`src/rtl/ssp_pkg.sv`:
```
// Shared SSP definitions: default FIFO geometry and width helpers.
package ssp_pkg;

  localparam int DEF_DATA_W = 8;
  localparam int DEF_DEPTH  = 4;

  // Ceiling log2 usable in constant expressions (clog2(1) = 0).
  function automatic int clog2(input int value);
    int result;
    int rem;
    result = 0;
    rem    = value - 1;
    while (rem > 0) begin
      result++;
      rem = rem >> 1;
    end
    return result;
  endfunction

  // Level must represent 0..DEPTH inclusive, hence one extra bit.
  function automatic int lvl_width(input int depth);
    return clog2(depth) + 1;
  endfunction

endpackage

```
`src/rtl/ssp_fifo_mem.sv`:
```
// DEPTH x DATA_W register array: synchronous write, asynchronous read.
module ssp_fifo_mem #(
  parameter int DATA_W = 8,
  parameter int DEPTH  = 4,
  parameter int ADDR_W = 2
) (
  input  logic              clk,
  input  logic              we,
  input  logic [ADDR_W-1:0] waddr,
  input  logic [DATA_W-1:0] wdata,
  input  logic [ADDR_W-1:0] raddr,
  output logic [DATA_W-1:0] rdata
);

  logic [DATA_W-1:0] mem [DEPTH];

  // Storage is intentionally not reset; level decides what is valid.
  always_ff @(posedge clk) begin
    if (we) mem[waddr] <= wdata;
  end

  assign rdata = mem[raddr];

endmodule

```
`src/rtl/ssp_tx_fifo_gen.sv`:
```
// SSP transmit FIFO: buffers APB writes for the shifter, with level,
// watermark interrupt, sticky overflow and a registered output word.
module ssp_tx_fifo_gen
  import ssp_pkg::*;
#(
  parameter  int DATA_W = DEF_DATA_W,
  parameter  int DEPTH  = DEF_DEPTH,
  parameter  int TX_WM  = DEPTH / 2,
  localparam int LVL_W  = lvl_width(DEPTH)
) (
  input  logic              PCLK,
  input  logic              CLEAR_B,
  input  logic              PSEL,
  input  logic              PWRITE,
  input  logic [DATA_W-1:0] PWDATA,
  input  logic              TXIM,
  input  logic              ovr_clr,
  input  logic              shf_read_ready,
  output logic [DATA_W-1:0] TxData,
  output logic              tx_valid,
  output logic              fifo_empty,
  output logic              fifo_full,
  output logic [LVL_W-1:0]  level,
  output logic              SSPTXINTR,
  output logic              tx_ovr
);

  localparam int PTR_W = clog2(DEPTH);

  logic [PTR_W-1:0]  wr_ptr;
  logic [PTR_W-1:0]  rd_ptr;
  logic [DATA_W-1:0] head;
  logic              wr_req;
  logic              pop;
  logic              push;
  logic              overflow;

  assign fifo_empty = (level == '0);
  assign fifo_full  = (level == LVL_W'(DEPTH));
  assign SSPTXINTR  = TXIM && (level <= LVL_W'(TX_WM));

  assign wr_req   = PSEL && PWRITE;
  assign pop      = shf_read_ready && !fifo_empty;
  // A pop frees a slot in the same cycle, so a full FIFO can still accept.
  assign push     = wr_req && (!fifo_full || pop);
  assign overflow = wr_req && fifo_full && !pop;

  ssp_fifo_mem #(
    .DATA_W (DATA_W),
    .DEPTH  (DEPTH),
    .ADDR_W (PTR_W)
  ) u_mem (
    .clk   (PCLK),
    .we    (push),
    .waddr (wr_ptr),
    .wdata (PWDATA),
    .raddr (rd_ptr),
    .rdata (head)
  );

  always_ff @(posedge PCLK) begin
    if (!CLEAR_B) begin
      wr_ptr   <= '0;
      rd_ptr   <= '0;
      level    <= '0;
      TxData   <= '0;
      tx_valid <= 1'b0;
      tx_ovr   <= 1'b0;
    end else begin
      if (push) wr_ptr <= wr_ptr + PTR_W'(1);
      if (pop) begin
        TxData <= head;
        rd_ptr <= rd_ptr + PTR_W'(1);
      end
      tx_valid <= pop;
      if (push && !pop)      level <= level + LVL_W'(1);
      else if (pop && !push) level <= level - LVL_W'(1);
      if (overflow)     tx_ovr <= 1'b1;
      else if (ovr_clr) tx_ovr <= 1'b0;
    end
  end

endmodule

```
`config.mk`:
```
export PLATFORM = sky130hd
export DESIGN_NAME = ssp_tx_fifo_gen
export DESIGN_NICKNAME = d
export VERILOG_FILES = /design/src/rtl/ssp_pkg.sv /design/src/rtl/ssp_fifo_mem.sv /design/src/rtl/ssp_tx_fifo_gen.sv
export SDC_FILE = /design/constraint.sdc
export NUM_CORES = 1
export LEC_CHECK = 0
export BUFFER_PORTS_ARGS = -buffer_cell sky130_fd_sc_hd__buf_2
export CORE_MARGIN = 2
export CORE_UTILIZATION = 35
export DETAILED_ROUTE_END_ITERATION = 8
export PLACE_DENSITY = 0.59
export SYNTH_ARGS = -nofsm -noshare
export SYNTH_HDL_FRONTEND = slang
export SYNTH_SLANG_ARGS = --single-unit
```
`constraint.sdc`:
```
create_clock -name PCLK -period 5 [get_ports PCLK]
set_clock_uncertainty 0.05 [all_clocks]
set_input_delay 0.25 -clock PCLK [delete_from_list [all_inputs] [get_ports PCLK]]
set_output_delay 0.25 -clock PCLK [all_outputs]
set_load 0.01 [all_outputs]
```
==> run_results.csv <==
group,metric,value,unit
floorplanning,fp.dieW,79.39,um
floorplanning,dieArea,6303,um^2
setup_path,crit_type,"reg -> reg",
timing,slew-limit-headroom,0.6160,
logic_synthesis,synthesis.nets,146,
logic_synthesis,postSynthCellCount,125,
floorplanning,core,5507,um^2
pwr,p_leak,0.8571,nW
layout,area_delta_synth_final,15.28,%
clocking,clockBufferDepth,2,
setup_path,arrival,2.51,ns
pwr,power_frac_comb,0.198,
clocking,cts_hold_buf,0,
timing,hold_viol,0,
timing,worst_slew_pin_slew,0.5752,ns
logic_synthesis,synthArstFlopShare,0,
placed_design,gp_congestion,0.7091,
timing,fin_crit,2.325,ns
setup_path,start_kind,"register",
drt,vias,1084,
logic_synthesis,yosys.area.top_type,"edfxtp_1",
logic_synthesis,synth.top_cell.area_share,0.4830,
global_route,grt.overflow.total,0,
drt,top_layer,"met4",
timing,rsz0062_at_grt,"no",
layout,diodes,0,
clocking,clock-sinks,49,
clocking,root_buffer,"clkbuf_8",
drt,vias_per_cell,4.734,
drt,first_iter_violations,47,
logic_synthesis,netlist_area,1989,um^2
drt,wl_met3,189,um
logic_synthesis,synth-seq-cells,49,
drt,first_pass_iters,6,
timing,finalSetupViolations,0,
logic_synthesis,synth-edff-count,32,
pwr,seq_power_share,0.535,
logic_synthesis,synth.distinct_cells,28,
timing,fin_tns_setup,0,ns
global_route,antenna_found_initial,0,
clocking,clk_latency,0.29,ns
placed_design,io_buffers,30,
logic_synthesis,yosysWarningCount,0,
layout,layout-drive-gt1-share,0.2420,
drt,remaining_drc_errors,0,
logic_synthesis,synth.avg_cell_area,15.92,um^2
pwr,swShare,0.2668,
clocking,clk_pin_slew_worst_paths,0.08,ns
logic_synthesis,synth.area.top_cells,"edfxtp_1 48%, dfxtp_1 17%, mux4_1 11%",
pwr,power_density,429.2,nW/um^2
pwr,ir_drop,0.2298,mV
floorplanning,ioPinCount,31,
layout,multi_input_area,619.3,um^2
clocking,post_cts_resized,0,
global_route,grt_max_degree,15,
drt,wl_met2,1563,um
pwr,p_switching,0.2626,mW
logic_synthesis,ys_seq_area_frac,0.6541,
setup_path,cp_max_fo,9,
global_route,grt_pass1_vias,1033,
placed_design,dp_hpwl,2283,um
floorplanning,initial_core_util,0.3613,
clocking,h-tree-depth,2,
timing,max_clock_freq,0.4300,GHz
drt,wl_per_cell,14.46,um
drt,wl_met1,1523,um
drt,final_antenna_net_count,0,
clocking,cts_buffers,5,
floorplanning,die_h,79.39,um
drt,wl,3312,um
layout,final_common_cell,"edfxtp_1",
pwr,clkPwrFrac,0.268,
layout,fin_nets,177,
job,cap_violations,0,
pwr,p_total,0.9844,mW
logic_synthesis,synth_ff_type,"edfxtp_1",
global_route,grt.total_usage,0.1176,
timing,fin_crit_sh,0.4651,
layout,seqCellArea,1301,um^2
layout,nFillCells,486,
setup_path,endpoint_kind,"register",
clocking,cts_tree,"yes",
min_path,hold_class,"in -> reg",
global_route,grt_pass1_wl,5264,um
layout,final_cell_mix,"32 x edfxtp_1, 30 x buf_2, 17 x dfxtp_1",
setup_path,crit_required,5.18,ns
status,status,"complete, no violations",
timing,slew_viol_final,0,
floorplanning,num_rows,27,
clocking,cts_setup_buffers,0,
pwr,intPower,0.7218,mW
flip-flops by register name, summed over array words and instances (netlist names):
register	cells
level	3
u_mem.mem	32
rd_ptr	2
tx_valid	1
wr_ptr	2
tx_ovr	1
TxData	8
cells in the mapped netlist, types with 2 or more instances:
| master | n |
|---|---|
| nor2_1 | 5 |
| edfxtp_1 | 32 |
| inv_1 | 7 |
| mux4_1 | 8 |
| mux2i_1 | 3 |
| nand2_1 | 13 |
| dfxtp_1 | 17 |
| clkbuf_1 | 2 |
| ha_1 | 5 |
| and2_1 | 5 |
| xor2_1 | 3 |
| buf_6 | 2 |
| o2bb2ai_1 | 8 |
path summary, 6_finish.rpt:
path                           from  slack (ns)                   endpoint  cells past startpoint
max           level[0]$_SDFFE_PN0P_        2.67      level[2]$_SDFFE_PN0P_                      8
min                       PWDATA[6]        0.12  u_mem.mem[3][6]$_DFFE_PP_                      1
max reg2reg   level[0]$_SDFFE_PN0P_        2.67      level[2]$_SDFFE_PN0P_                      8
min reg2reg  TxData[2]$_SDFFE_PN0N_        0.41     TxData[2]$_SDFFE_PN0N_                      2
critical path, cell delays in order, from the launching register on:
cell and delay (ns):
dfxtp_1 0.56, nor4b_4 0.10, nor2_2 0.29, ha_1 0.24, inv_1 0.06, fa_1 0.37, xor2_1 0.16, or3_1 0.30
a21oi_1 0.14
metrics by stage:
stage / hold slack, ns / instance area [um^2] / setup slack (ns) / std cells / util
2_1_floorplan: 0.2989 / 1989 / 2.770 / 125 / -
3_3_place_gp: 0.4073 / 2187 / 2.775 / 221 / 0.3972
3_5_place_dp: 0.4032 / 2187 / 2.676 / 221 / 0.3972
4_1_cts: 0.1087 / 2293 / 2.657 / 229 / 0.4165
5_1_grt: 0.1043 / 2293 / 2.482 / 229 / 0.4165
6_report: 0.1210 / 2293 / 2.675 / 229 / 0.4165
power groups by stage:
stage	Clock, mW	Combinational, mW	Sequential (mW)
after floorplan	0	0.143	0.524
after global placement	0	0.191	0.534
after detailed placement	0	0.198	0.537
after CTS	0.272	0.199	0.528
after global routing	0.295	0.217	0.535
final	0.263	0.194	0.527
routing by layer:
metal	up-vias	track usage
met5	-	0
li1	529	-
met4	0	0.04310
met2	31	0.1805
met1	520	0.1490
met3	4	0.04977
layout make-up:
class                   count  share of cell area
multi-input cells          63              0.2700
flip-flops and latches     49              0.5674
repair buffers             30             0.06547
inverters                   7             0.01146
clock inverters             2             0.01473
well taps                  72             0.03928
clock buffers               6             0.03164
cells by family (layout without fill, tap and decap cells):
group,after synthesis,in the layout,share of synthesized area
AOI/OAI and AO/OA,14,14,0.05723
DFF,49,49,0.6541
muxes,11,11,0.1208
buffers and inverters,13,45,0.03459
xor gates and xnor gates,4,4,0.01761
and+or+nand+nor,28,28,0.07422
adders and majority gates,6,6,0.04151
No activity file was read; power rests on OpenSTA's default activity.
